**src/rtl/drive_ctrl_seq.sv**
```systemverilog
// Floppy drive control core: input synchronisers, stepper FSM with a 1-deep step queue,
// track-limit handling, spindle spin-up qualification and selectable pin-34 behaviour.
module drive_ctrl_seq #(
  parameter int DRIVE_NUM   = 1,
  parameter int SEL_W       = 4,
  parameter int NUM_TRACKS  = 80,
  parameter int STEP_SETTLE = 3000,
  parameter int SPINUP_CYC  = 500000,
  parameter int PIN34_MODE  = 0
) (
  input  logic             clk,
  input  logic             rst,
  input  logic             dens_sel,
  input  logic             in_use,
  input  logic [SEL_W-1:0] drive_sel,
  input  logic             motor_on,
  input  logic             dir_sel,
  input  logic             step,
  input  logic             ind_sens,
  input  logic             t00_sens,
  input  logic             wpr_sens,
  input  logic             dsk_sens,
  output logic             index,
  output logic             track_0,
  output logic             wr_protect,
  output logic             ready,
  output logic             spin_en,
  output logic             spin_ss,
  output logic [3:0]       step_drv,
  output logic             head_load,
  output logic             front_LED,
  output logic             step_busy,
  output logic [6:0]       trk_count
);

  localparam int IN_W = SEL_W + 9;
  localparam int SC_W = (STEP_SETTLE > 1) ? $clog2(STEP_SETTLE + 1) : 1;
  localparam int SP_W = $clog2(SPINUP_CYC + 1);
  localparam logic [6:0] TRK_MAX = 7'(NUM_TRACKS - 1);
  // Synchronisers reset to the bus-idle level so no spurious edges appear after reset
  localparam logic [IN_W-1:0] SYNC_RST = {1'b0, 1'b1, 1'b1, 1'b0, 1'b1, 1'b1, 1'b0, 1'b0, 1'b0,
                                          {SEL_W{1'b1}}};

  typedef enum logic [1:0] {IDLE, MOVE, SETTLE} state_t;

  logic [IN_W-1:0]  sync1_d, sync1_q, sync_q;
  logic             dens_s, in_use_s, motor_on_s, dir_s, step_s, ind_s, t00_s, wpr_s, dsk_s;
  logic [SEL_W-1:0] drive_sel_s;
  logic             sel, step_edge, dsk_fall, at_speed;

  state_t           state_d, state_q;
  logic [SC_W-1:0]  cnt_d, cnt_q;
  logic             pend_d, pend_q, pdir_d, pdir_q, dir_d, dir_q;
  logic [3:0]       phase_d, phase_q;
  logic [6:0]       trk_d, trk_q;
  logic [SP_W-1:0]  spin_cnt_d, spin_cnt_q;
  logic             chg_d, chg_q, step_prev_q, dsk_prev_q;
  logic             index_d, track_0_d, wr_protect_d, ready_d, spin_en_d, spin_ss_d;
  logic             head_load_d, front_led_d, step_busy_d;
  logic             index_q, track_0_q, wr_protect_q, ready_q, spin_en_q, spin_ss_q;
  logic             head_load_q, front_led_q, step_busy_q;

  assign {dens_s, in_use_s, motor_on_s, dir_s, step_s, ind_s, t00_s, wpr_s, dsk_s,
          drive_sel_s} = sync_q;

  always_comb begin
    sync1_d   = {dens_sel, in_use, motor_on, dir_sel, step, ind_sens, t00_sens, wpr_sens,
                 dsk_sens, drive_sel};
    sel       = ~drive_sel_s[DRIVE_NUM];
    step_edge = step_prev_q & ~step_s & sel;
    dsk_fall  = dsk_prev_q & ~dsk_s;

    state_d = state_q;
    cnt_d   = cnt_q;
    pend_d  = pend_q;
    pdir_d  = pdir_q;
    dir_d   = dir_q;
    phase_d = phase_q;
    trk_d   = trk_q;

    if (state_q != IDLE && step_edge && !pend_q) begin
      pend_d = 1'b1;
      pdir_d = dir_s;
    end

    case (state_q)
      IDLE: begin
        // A leftover pending step (after an ignored move) takes precedence over a new edge
        if (pend_q) begin
          state_d = MOVE;
          dir_d   = pdir_q;
          pend_d  = step_edge;
          pdir_d  = dir_s;
        end else if (step_edge) begin
          state_d = MOVE;
          dir_d   = dir_s;
        end
      end
      MOVE: begin
        if (!dir_q && trk_q != TRK_MAX) begin
          phase_d = {phase_q[2:0], phase_q[3]};
          trk_d   = trk_q + 7'd1;
          state_d = SETTLE;
          cnt_d   = SC_W'(STEP_SETTLE - 1);
        end else if (dir_q && !t00_s) begin
          phase_d = {phase_q[0], phase_q[3:1]};
          if (trk_q != 7'd0) trk_d = trk_q - 7'd1;
          state_d = SETTLE;
          cnt_d   = SC_W'(STEP_SETTLE - 1);
        end else begin
          state_d = IDLE;
        end
      end
      SETTLE: begin
        if (cnt_q == '0) begin
          if (pend_q || step_edge) begin
            state_d = MOVE;
            dir_d   = pend_q ? pdir_q : dir_s;
            pend_d  = 1'b0;
          end else begin
            state_d = IDLE;
          end
        end else begin
          cnt_d = cnt_q - SC_W'(1);
        end
      end
      default: state_d = IDLE;
    endcase

    if (state_q == IDLE && t00_s) trk_d = 7'd0;

    spin_en_d  = ~motor_on_s;
    spin_ss_d  = dens_s;
    at_speed   = (spin_cnt_q == SP_W'(SPINUP_CYC));
    if (!spin_en_d)    spin_cnt_d = '0;
    else if (at_speed) spin_cnt_d = spin_cnt_q;
    else               spin_cnt_d = spin_cnt_q + SP_W'(1);

    chg_d = chg_q;
    if (step_edge && dsk_s) chg_d = 1'b0;
    if (dsk_fall)           chg_d = 1'b1;

    index_d      = ~(~ind_s & sel);
    track_0_d    = ~(t00_s & sel);
    wr_protect_d = ~(wpr_s & sel);
    ready_d      = (PIN34_MODE != 0) ? ~(sel & chg_q) : ~(sel & at_speed & dsk_s);
    head_load_d  = sel & ~in_use_s & dsk_s;
    front_led_d  = spin_en_d | head_load_d;
    step_busy_d  = (state_d != IDLE);
  end

  always_ff @(posedge clk) begin
    if (rst) begin
      sync1_q      <= SYNC_RST;
      sync_q       <= SYNC_RST;
      step_prev_q  <= 1'b1;
      dsk_prev_q   <= 1'b0;
      state_q      <= IDLE;
      cnt_q        <= '0;
      pend_q       <= 1'b0;
      pdir_q       <= 1'b0;
      dir_q        <= 1'b0;
      phase_q      <= 4'b0001;
      trk_q        <= 7'd0;
      spin_cnt_q   <= '0;
      chg_q        <= 1'b1;
      index_q      <= 1'b1;
      track_0_q    <= 1'b1;
      wr_protect_q <= 1'b1;
      ready_q      <= 1'b1;
      spin_en_q    <= 1'b0;
      spin_ss_q    <= 1'b0;
      head_load_q  <= 1'b0;
      front_led_q  <= 1'b0;
      step_busy_q  <= 1'b0;
    end else begin
      sync1_q      <= sync1_d;
      sync_q       <= sync1_q;
      step_prev_q  <= step_s;
      dsk_prev_q   <= dsk_s;
      state_q      <= state_d;
      cnt_q        <= cnt_d;
      pend_q       <= pend_d;
      pdir_q       <= pdir_d;
      dir_q        <= dir_d;
      phase_q      <= phase_d;
      trk_q        <= trk_d;
      spin_cnt_q   <= spin_cnt_d;
      chg_q        <= chg_d;
      index_q      <= index_d;
      track_0_q    <= track_0_d;
      wr_protect_q <= wr_protect_d;
      ready_q      <= ready_d;
      spin_en_q    <= spin_en_d;
      spin_ss_q    <= spin_ss_d;
      head_load_q  <= head_load_d;
      front_led_q  <= front_led_d;
      step_busy_q  <= step_busy_d;
    end
  end

  assign index      = index_q;
  assign track_0    = track_0_q;
  assign wr_protect = wr_protect_q;
  assign ready      = ready_q;
  assign spin_en    = spin_en_q;
  assign spin_ss    = spin_ss_q;
  assign step_drv   = phase_q;
  assign head_load  = head_load_q;
  assign front_LED  = front_led_q;
  assign step_busy  = step_busy_q;
  assign trk_count  = trk_q;

endmodule
```
**config.mk**
```make
export PLATFORM = sky130hd
export DESIGN_NAME = drive_ctrl_seq
export DESIGN_NICKNAME = d
export VERILOG_FILES = /design/src/rtl/drive_ctrl_seq.sv
export SDC_FILE = /design/constraint.sdc
export NUM_CORES = 1
export LEC_CHECK = 0
export CAP_MARGIN = 30
export CELL_PAD_IN_SITES_DETAIL_PLACEMENT = 0
export CELL_PAD_IN_SITES_GLOBAL_PLACEMENT = 1
export CORE_MARGIN = 2
export CORE_UTILIZATION = 43
export DETAILED_ROUTE_END_ITERATION = 7
export PLACE_DENSITY_LB_ADDON = 0.1
export SETUP_SLACK_MARGIN = 0.5
export SLEW_MARGIN = 20
export SYNTH_ARGS = -nofsm -noshare
export SYNTH_HDL_FRONTEND = slang
export SYNTH_SLANG_ARGS = --single-unit
```
**constraint.sdc**
```tcl
create_clock -name clk -period 3.1 [get_ports clk]
set_clock_uncertainty 0.05 [all_clocks]
set_input_delay 0.465 -clock clk [delete_from_list [all_inputs] [get_ports clk]]
set_output_delay 0.465 -clock clk [all_outputs]
set_load 0.005 [all_outputs]
```
==> results.sh, run 1 <==
export IMPL_p_per_area_nw_per_um2=453
export IMPL_ys_seq_area_frac=0.452
export IMPL_crit_reg2reg_capture="trk_count[6]$_SDFFE_PP0P_"
export IMPL_clock_fmax_mhz=409
export IMPL_synthTopCellsByArea="dfxtp_1, nor2_1, ha_1"
export IMPL_drive_gt1_frac=0.143
export IMPL_grt_pass1_wl_microns=11100
export IMPL_synth_adder_area_share=0.0499
export IMPL_power_mw=1.85
export IMPL_synth_top_flop_cell="dfxtp_1"
export IMPL_synth_top_area_share=0.452
export IMPL_required_ns=3.33
export IMPL_setup_viol=0
export IMPL_htree_num_levels=3
export IMPL_slew_viol_final=0
export IMPL_yosys_area_share_simple=0.238
export IMPL_globalRouteOverflowTotal=0
export IMPL_cts_root_buf="clkbuf_8"
export IMPL_die_x_microns=93.1
export IMPL_areaGrowthSynthToFinish_pct=19.7
export IMPL_synth_nets=393
export IMPL_min_to="wr_protect$_SDFF_PP1_"
export IMPL_drv_cap=0
export IMPL_clock_sinks=77
export IMPL_synth_area_mux_share=0.0297
export IMPL_n_antenna_cell=0
export IMPL_viasPerCell=5.17
export IMPL_ys_ff_latch=77
export IMPL_die_h_microns=93.1
export IMPL_hp_class="flop to flop"
export IMPL_port_buffers=31
export IMPL_grt_pass1_vias=2496
export IMPL_stdcell_area_sq_um=4080
export IMPL_critPathBufInv=2
export IMPL_irDropWorstVdd_mv=0.221
export IMPL_reg2reg_from="trk_count[3]$_SDFFE_PP0P_"
export IMPL_crit_family="simple AND/OR/NAND/NOR gates"
export IMPL_synth_compound_area_frac=0.151
export IMPL_wire_per_inst_microns=12.5
export IMPL_initial_core_util=0.444
export IMPL_syn_area_sq_um=3410
export IMPL_reg2reg_slack_ns=0.65
export IMPL_final_antenna_net_count=0
export IMPL_synth_xor_xnor_area_share=0.0488
export IMPL_worstPathCellList="or3b_4 -> o21a_4 -> inv_4 -> buf_4 -> fa_1 -> a211oi_1 -> o21a_1 -> or4_1 -> nand4_1"
export IMPL_clock_latency_ns=0.34
export IMPL_leakagePower_nw=1.50
export IMPL_min_from="sync_q[5]$_SDFF_PP0_"
export IMPL_pin_count=35
export IMPL_synth_cell_types=56
export IMPL_setup_ws_ns=0.654
export IMPL_cp_end_kind="flop"
export IMPL_synth_top_family_by_area="simple AND/OR/NAND/NOR gates"
export IMPL_yosysWarnings=0
export IMPL_core_sq_um=7690
export IMPL_worst_path_largest_cell_delay_ns=0.51
export IMPL_drc_errors=0
export IMPL_final_cells=509
export IMPL_track_usage=0.158
export IMPL_dpl_cell_area_sq_um=3830
export IMPL_hold_path_depth=1
export IMPL_status="complete, no violations"
export IMPL_dp_slack_ns=0.410
export IMPL_worst_pin_slew_ns=0.640
export IMPL_drt_initial_drc_count=56
export IMPL_synth_edf_count=0
export IMPL_antenna_found_initial=0
export IMPL_layout_nets=430
export IMPL_cts_buffers_inserted=9
export IMPL_hold_viol=0
export IMPL_synth_avg_cell_area_sq_um=9.34
export IMPL_via_count=2629
export IMPL_path_max_fanout=5
export IMPL_arrival_ns=2.68
export IMPL_cts_tree="yes"
export IMPL_clk_path_buf_depth=2
export IMPL_slew_headroom=0.570
export IMPL_criticalPathCategory="flop to flop"
export IMPL_grt_max_degree=30
export IMPL_rsz0062_at_grt="no"
export IMPL_firstDrtPassIters=4
export IMPL_start_kind="flop"
export IMPL_clkTransAtPathRegs_ns=0.09
export IMPL_finalCriticalPeriod_ns=2.45
export IMPL_post_route_period_util=0.789
export IMPL_worst_path_max_delay_cell="or4_1"
export IMPL_netlist_top_cell_by_area="dfxtp_1"
export IMPL_dieArea_sq_um=8660
export IMPL_fin_tns_setup_ns=0
export IMPL_dp_cells=489
export IMPL_dp_hpwl_microns=4420
export IMPL_rows=32
export IMPL_finalWirelength_microns=6360
export IMPL_gp_congestion=0.807
export IMPL_r2r_cells=9
export IMPL_async_flop_share=0
export IMPL_synthCells=365
where the power goes:
part           switching (mW)  internal (mW)  total [mW]
sequential             0.0125           1.01        1.02
clock                   0.407          0.307       0.714
combinational          0.0589         0.0569       0.116
total                   0.478           1.37        1.85
worst max-delay path by stage:
| stage | startpoint | end | slack (ns) | cells past startpoint |
|---|---|---|---|---|
| finish | trk_count[3]$_SDFFE_PP0P_ | trk_count[6]$_SDFFE_PP0P_ | 0.65 | 9 |
| global route | trk_count[3]$_SDFFE_PP0P_ | trk_count[5]$_SDFFE_PP0P_ | 0.52 | 9 |
| CTS | trk_count[5]$_SDFFE_PP0P_ | trk_count[5]$_SDFFE_PP0P_ | 0.53 | 9 |
| detailed placement | trk_count[3]$_SDFFE_PP0P_ | trk_count[5]$_SDFFE_PP0P_ | 0.41 | 9 |
| global placement | trk_count[3]$_SDFFE_PP0P_ | trk_count[5]$_SDFFE_PP0P_ | 0.44 | 9 |
| floorplan | trk_count[3]$_SDFFE_PP0P_ | trk_count[5]$_SDFFE_PP0P_ | 0.57 | 9 |
Yosys cell counts (2+ instances only):
cell type / n
a211oi_1: 9
a21o_1: 4
a21oi_1: 21
a311oi_1: 4
a31oi_1: 2
and2_1: 2
and3_1: 6
buf_2: 4
clkbuf_1: 10
dfxtp_1: 77
ha_1: 12
inv_1: 13
mux2i_1: 9
nand2_1: 16
nand2b_1: 5
nand3_1: 11
nand4_1: 2
nor2_1: 41
nor2b_1: 13
nor3_1: 9
nor3b_1: 3
nor4_1: 3
nor4b_1: 2
o21a_1: 6
o21ai_0: 6
o31ai_1: 7
or2_2: 13
or3_1: 6
or3b_2: 2
or4_1: 2
or4_4: 3
xnor2_1: 10
xor2_1: 9
stage by stage:
stage,hold slack [ns],utilization
after global routing,0.329,0.531
final,0.320,0.531
after floorplan,0.293,-
after detailed placement,0.300,0.498
after CTS,0.323,0.522
after global placement,0.300,0.498
placed cells by master (no fill, tap or decap), types with 3 or more instances in the layout:
cell / instances
dfxtp_1: 73
nor2_1: 41
clkdlybuf4s50_1: 31
a21oi_1: 20
nand2_1: 16
nor2b_1: 13
or2_2: 13
inv_1: 12
nand3_1: 11
ha_1: 11
xnor2_1: 10
mux2i_1: 9
xor2_1: 9
nor3_1: 9
a211oi_1: 9
clkbuf_8: 9
buf_4: 9
o31ai_1: 7
and3_1: 6
or3_1: 6
o21ai_0: 6
nand2b_1: 5
o21a_1: 5
a21o_1: 4
a311oi_1: 4
nor4_1: 3
nor3b_1: 3
or4_4: 3
clkinvlp_4: 3
dfxtp_2: 3
registers in the layout (all words and copies together), names as in the netlist, 2 cells and up:
| name | count |
|---|---|
| sync_q | 10 |
| step_drv | 4 |
| state_q | 2 |
| trk_count | 7 |
| sync1_q | 10 |
| spin_cnt_q | 19 |
| cnt_q | 12 |
cell families after synthesis:
group,Yosys count
mux,10
flops,77
simple gates,146
xor+xnor,19
fa+ha+maj,13
buf+inv,27
compound gates,73
metal layers:
metal / wire [microns] / share of wire / vias up / track usage
li1: - / - / 1371 / -
met1: 3160 / 0.50 / 1222 / 0.207
met2: 2950 / 0.46 / 28 / 0.257
met3: 161 / 0.025 / 8 / 0.0266
met4: 90 / 0.014 / 0 / 0.0723
met5: 0 / 0 / - / 0
worst reg2reg max path, cell delays in order, from the launching register on:
cell	delay, ns
dfxtp_4	0.38
or3b_4	0.40
o21a_4	0.24
inv_4	0.09
buf_4	0.11
fa_1	0.21
a211oi_1	0.09
o21a_1	0.23
or4_1	0.51
nand4_1	0.09
repair_timing:
| item | CTS | global route |
|---|---|---|
| pin swaps | 0 | 2 |
| endpoints found under the setup margin | 1 | 1 |
| hold buffers | 0 | 0 |
| buffers inserted | 0 | 4 |
| gates cloned | 0 | 0 |
| gates resized for setup | 2 | 10 |
cell type report:
class / count / area (sq um)
tap: 102 / 128
timing repair buffer: 40 / 378
sequential: 77 / 1550
inverter: 13 / 51.3
clock buffer: 9 / 124
fill: 764 / 3610
multi-input combinational: 261 / 1790
clock inverter: 7 / 62.6
No activity file was read; power rests on OpenSTA's default activity.
==> run 2: changes to the inputs <==
CORE_UTILIZATION = 39   (was 43)
clock period = 2.2 ns   (was 3.1 ns; I/O delays follow)
==> results.sh, run 2 (synthesis results as in run 1) <==
export IMPL_status="finished with violations"
export IMPL_violations="negative setup slack"
export IMPL_globalRouteOverflowTotal=0
export IMPL_grt_pass1_wl_microns=13500
export IMPL_setup_ws_ns=-0.0553
export IMPL_worst_path_largest_cell_delay_ns=0.51
export IMPL_port_buffers=31
export IMPL_clk_path_buf_depth=2
export IMPL_cts_root_buf="clkbuf_8"
export IMPL_final_common_cell="dfxtp_1"
export IMPL_hp_class="flop to flop"
export IMPL_slew_viol_final=0
export IMPL_viasPerCell=5.12
export IMPL_post_route_period_util=1.03
export IMPL_areaGrowthSynthToFinish_pct=47.1
export IMPL_clock_sinks=77
export IMPL_cts_buffers_inserted=9
export IMPL_worst_pin_slew_ns=0.533
export IMPL_initial_core_util=0.397
export IMPL_clock_latency_ns=0.35
export IMPL_clkTransAtPathRegs_ns=0.09
export IMPL_path_max_fanout=6
export IMPL_htree_num_levels=3
export IMPL_drive_gt1_frac=0.402
export IMPL_slew_headroom=0.644
export IMPL_dieArea_sq_um=9510
export IMPL_layout_nets=481
export IMPL_irDropWorstVdd_mv=0.415
export IMPL_drc_errors=0
export IMPL_top_usage_layer="met2"
export IMPL_core_sq_um=8590
export IMPL_die_x_microns=97.5
export IMPL_reg_top3="spin_cnt_q: 19 flops, cnt_q: 12 flops"
export IMPL_drt_initial_drc_count=63
export IMPL_firstDrtPassIters=4
export IMPL_dp_hpwl_microns=5190
export IMPL_die_h_microns=97.5
export IMPL_grt_max_degree=22
export IMPL_cts_tree="yes"
export IMPL_clock_fmax_mhz=443
export IMPL_mostFrequentLayoutCells="dfxtp_1, buf_4, nor2_1, clkdlybuf4s50_1, dfxtp_2"
export IMPL_grt_util_met2=0.299
export IMPL_final_antenna_net_count=0
export IMPL_finalCriticalPeriod_ns=2.26
export IMPL_worstPathCellList="or3b_4 -> o21a_4 -> inv_8 -> fa_2 -> a211oi_2 -> o21a_1 -> or4_1 -> nand4_1"
export IMPL_track_usage=0.174
export IMPL_grt_pass1_vias=2868
export IMPL_stdcell_area_sq_um=5020
export IMPL_worst_path_max_delay_cell="or4_1"
export IMPL_n_antenna_cell=0
export IMPL_rows=34
export IMPL_gr_usage_met1=0.213
export IMPL_antenna_found_initial=0
export IMPL_required_ns=2.44
export IMPL_leakagePower_nw=1.95
export IMPL_p_per_area_nw_per_um2=588
export IMPL_arrival_ns=2.50
export IMPL_top_register="spin_cnt_q"
export IMPL_pin_count=35
export IMPL_gp_congestion=0.766
export IMPL_criticalPathCategory="flop to flop"
export IMPL_wire_per_inst_microns=14.0
export IMPL_finalWirelength_microns=7930
export IMPL_dpl_cell_area_sq_um=4230
export IMPL_fillCellCount=764
export IMPL_setup_viol=2
export IMPL_largest_reg_flops=19
export IMPL_utilization=0.584
export IMPL_drv_cap=0
export IMPL_rsz0062_at_grt="yes"
export IMPL_start_kind="flop"
export IMPL_cp_end_kind="flop"
export IMPL_via_count=2897
export IMPL_crit_family="simple AND/OR/NAND/NOR gates"
export IMPL_hold_viol=0
export IMPL_met3_usage=0.0468
export IMPL_critPathBufInv=1
==> run 2: cell types whose count changed in the layout (fill, tap and decap cells not counted), sizes merged <==
cell and delta:
clkinvlp -3, clkinv +2, inv -1, nand2 +1
dlygate4sd2 +3, dlymetal6s2s +4, clkdlybuf4s50 -7, a2111oi +1
bufinv +2, buf +49
==> run 2: per-layer routing <==
metal / vias up / wire [microns]
met5: - / 0
met4: 0 / 110
met3: 11 / 226
met2: 30 / 3960
met1: 1371 / 3640
li1: 1485 / -
==> run 2: path summary, 6_finish.rpt <==
path | from | to | slack, ns | depth (start not counted)
max | trk_count[3]$_SDFFE_PP0P_ | trk_count[6]$_SDFFE_PP0P_ | -0.06 | 8
min | sync_q[5]$_SDFF_PP0_ | wr_protect$_SDFF_PP1_ | 0.33 | 1
max reg2reg | trk_count[3]$_SDFFE_PP0P_ | trk_count[6]$_SDFFE_PP0P_ | -0.06 | 8
min reg2reg | sync_q[5]$_SDFF_PP0_ | wr_protect$_SDFF_PP1_ | 0.33 | 1
==> run 2: power breakdown <==
part	total, mW	switching, mW	internal, mW
logic	0.276	0.135	0.141
registers	1.43	0.0151	1.42
clock network	1.24	0.581	0.659
total	2.95	0.731	2.22
==> run 2: worst reg2reg max path, cell delays in order (launching register included) <==
cell and delay [ns]:
dfxtp_4 0.35, or3b_4 0.38, o21a_4 0.23, inv_8 0.09, fa_2 0.22, a211oi_2 0.07, o21a_1 0.21, or4_1 0.51
nand4_1 0.09
==> run 2: what timing repair did <==
item | CTS | global route
resized for setup | 46 | 51
endpoints found under the setup margin | 43 | 44
hold endpoints to repair | 0 | 0
buffers inserted | 15 | 7
pin swaps | 34 | 18
hold buffers | 0 | 0
cloned | 3 | 0
==> run 2: per-stage QoR <==
step,worst slack (ns),power [mW],TNS [ns],instances,hold WS (ns)
after floorplan,-0.0602,1.61,-0.118,365,0.293
after global placement,-0.0841,1.67,-0.136,525,0.299
after detailed placement,-0.0792,1.68,-0.163,525,0.306
after CTS,-0.0807,2.97,-0.141,559,0.326
after global routing,-0.127,3.08,-0.189,566,0.352
final,-0.0553,2.95,-0.0697,566,0.325
==> run 2: area by class of cell <==
class,count,area (sq um),area share
Sequential cell,77,1580,0.315
Multi-Input combinational cell,263,2190,0.437
Clock inverter,7,106,0.0212
Inverter,13,56.3,0.0112
Timing Repair Buffer,89,825,0.164
Tap cell,108,135,0.0269
Clock buffer,9,124,0.0247
==> run 3: changes to the inputs <==
ABC_AREA = 1   (was unset)
CORE_UTILIZATION = 37   (was 39)
==> results.sh, run 3 <==
export IMPL_switching_share=0.267
export IMPL_setup_viol=0
export IMPL_wire_per_inst_microns=11.1
export IMPL_slew_viol_final=0
export IMPL_cp_end_kind="flop"
export IMPL_clock_latency_ns=0.36
export IMPL_irDropWorstVdd_mv=0.350
export IMPL_p_sw_mw=0.718
export IMPL_globalRouteOverflowTotal=0
export IMPL_power_mw=2.69
export IMPL_path_max_fanout=8
export IMPL_grt_max_degree=16
export IMPL_core_sq_um=9280
export IMPL_status="complete, no violations"
export IMPL_yosysMostFrequentCell="nand2_1"
export IMPL_grt_pass1_wl_microns=13000
export IMPL_reg_top3="spin_cnt_q: 19 flops, cnt_q: 12 flops"
export IMPL_min_from="sync_q[5]$_SDFF_PP0_"
export IMPL_synth_top_flop_cell="dfxtp_1"
export IMPL_areaGrowthSynthToFinish_pct=27.3
export IMPL_criticalPathCategory="flop to flop"
export IMPL_synth_common_cells="nand2_1, dfxtp_1, nor2_1"
export IMPL_die_h_microns=102
export IMPL_synth_edf_count=0
export IMPL_mostFrequentLayoutCells="nand2_1, dfxtp_1, nor2_1, inv_1, a21oi_1"
export IMPL_finalCriticalPeriod_ns=1.81
export IMPL_cts_tree="yes"
export IMPL_clock_sinks=77
export IMPL_slew_headroom=0.664
export IMPL_top_register="spin_cnt_q"
export IMPL_synthTopCellsByArea="dfxtp_1, nand2_1, nor2_1"
export IMPL_setup_ws_ns=0.393
export IMPL_final_common_cell="nand2_1"
export IMPL_leakagePower_nw=1.99
export IMPL_yosysWarnings=0
export IMPL_drc_errors=0
export IMPL_port_buffers=31
export IMPL_synth_top_area_share=0.432
export IMPL_clkTransAtPathRegs_ns=0.09
export IMPL_power_frac_seq=0.532
export IMPL_clock_fmax_mhz=553
export IMPL_layout_nets=576
export IMPL_cts_root_buf="clkbuf_8"
export IMPL_pin_count=35
export IMPL_dp_hpwl_microns=5100
export IMPL_drive_gt1_frac=0.199
export IMPL_drt_initial_drc_count=58
export IMPL_synth_nets=520
export IMPL_worst_pin_slew_ns=0.503
export IMPL_p_per_area_nw_per_um2=591
export IMPL_initial_core_util=0.385
export IMPL_arrival_ns=2.01
export IMPL_hp_class="flop to flop"
export IMPL_syn_area_sq_um=3570
export IMPL_critPathLaunch="trk_count[3]$_SDFFE_PP0P_"
export IMPL_htree_num_levels=3
export IMPL_fillCellCount=947
export IMPL_final_antenna_net_count=0
export IMPL_clockPowerShare=0.391
export IMPL_utilization=0.490
export IMPL_finalWirelength_microns=7580
export IMPL_dp_slack_ns=0.210
export IMPL_ys_seq_area_frac=0.432
export IMPL_synthCells=492
export IMPL_fin_tns_setup_ns=0
export IMPL_reg2reg_from="trk_count[3]$_SDFFE_PP0P_"
export IMPL_viasPerCell=4.54
export IMPL_netlist_top_cell_by_area="dfxtp_1"
export IMPL_rows=35
export IMPL_hold_viol=0
export IMPL_start_kind="flop"
export IMPL_async_flop_share=0
export IMPL_track_usage=0.157
export IMPL_grt_pass1_vias=2831
export IMPL_n_antenna_cell=0
export IMPL_synth_cell_types=34
export IMPL_drv_cap=0
export IMPL_synth_avg_cell_area_sq_um=7.26
export IMPL_firstDrtPassIters=6
export IMPL_rsz0062_at_grt="yes"
export IMPL_gp_congestion=0.780
export IMPL_intPower_mw=1.97
export IMPL_via_count=3098
export IMPL_dieArea_sq_um=10500
export IMPL_antenna_found_initial=0
export IMPL_largest_reg_flops=19
export IMPL_clk_path_buf_depth=2
export IMPL_cts_buffers_inserted=9
export IMPL_die_x_microns=102
export IMPL_post_route_period_util=0.822
export IMPL_required_ns=2.40
export IMPL_power_frac_comb=0.077
export IMPL_ys_ff_latch=77
==> run 3: worst paths after layout <==
kind | endpoint | slack (ns) | cells after the start
worst min-delay path | wr_protect$_SDFF_PP1_ | 0.33 | 1
worst min register to register | wr_protect$_SDFF_PP1_ | 0.33 | 1
worst max register to register | trk_count[3]$_SDFFE_PP0P_ | 0.39 | 11
worst max-delay path | trk_count[3]$_SDFFE_PP0P_ | 0.39 | 11
==> run 3: power groups by stage <==
stage	combinational [mW]	sequential, mW	clock (mW)
after floorplan	0.125	1.47	0
final	0.206	1.43	1.05
after global routing	0.233	1.43	1.14
after detailed placement	0.187	1.47	0
after CTS	0.195	1.43	1.09
after global placement	0.184	1.47	0
==> run 3: layer usage <==
layer	vias to the layer above	GRT usage	share of wire
met2	40	0.251	0.45
met5	-	0	0
li1	1671	-	-
met4	0	0.0554	0.014
met1	1380	0.208	0.50
met3	7	0.0397	0.032
==> run 3: stage by stage <==
stage	hold slack (ns)	instances	cell area [sq um]
finish	0.329	682	4550
global route	0.364	682	4550
CTS	0.332	676	4410
detailed placement	0.310	649	4100
global placement	0.306	649	4100
floorplan	0.301	492	3630
==> run 3: logic make-up (layout without fill, tap and decap cells) <==
logic type | Yosys count | in the layout | synth area share
flops | 77 | 77 | 0.432
buf+inv | 81 | 141 | 0.0872
xor+xnor | 8 | 8 | 0.0196
compound gates | 67 | 67 | 0.0960
fa+ha+maj | 13 | 13 | 0.0477
simple gates | 246 | 247 | 0.318
==> run 3: cell type report <==
type / instances / area [sq um] / area share
clock inverter: 6 / 51.3 / 0.0113
timing repair buffer: 51 / 478 / 0.105
inverter: 74 / 278 / 0.0611
multi-input combinational: 335 / 1870 / 0.412
clock buffer: 10 / 138 / 0.0303
tap: 129 / 161 / 0.0355
sequential: 77 / 1570 / 0.345
==> run 3: critical path, cell delays in order (launching register included) <==
cell and delay (ns):
dfxtp_2 0.33, inv_1 0.06, nor2_2 0.14, nand2_2 0.11
nand2_8 0.14, ha_4 0.23, a21oi_2 0.13, nand2_2 0.07
buf_4 0.13, xor2_1 0.13, o21ai_1 0.12, a21oi_1 0.05
==> run 3: repair_timing <==
| action | 4_1_cts | 5_1_grt |
|---|---|---|
| setup buffers | 10 | 6 |
| hold buffers | 0 | 0 |
| gates resized for setup | 8 | 30 |
| pin swaps | 6 | 12 |
| cloned | 1 | 0 |
| setup endpoints to repair | 17 | 42 |
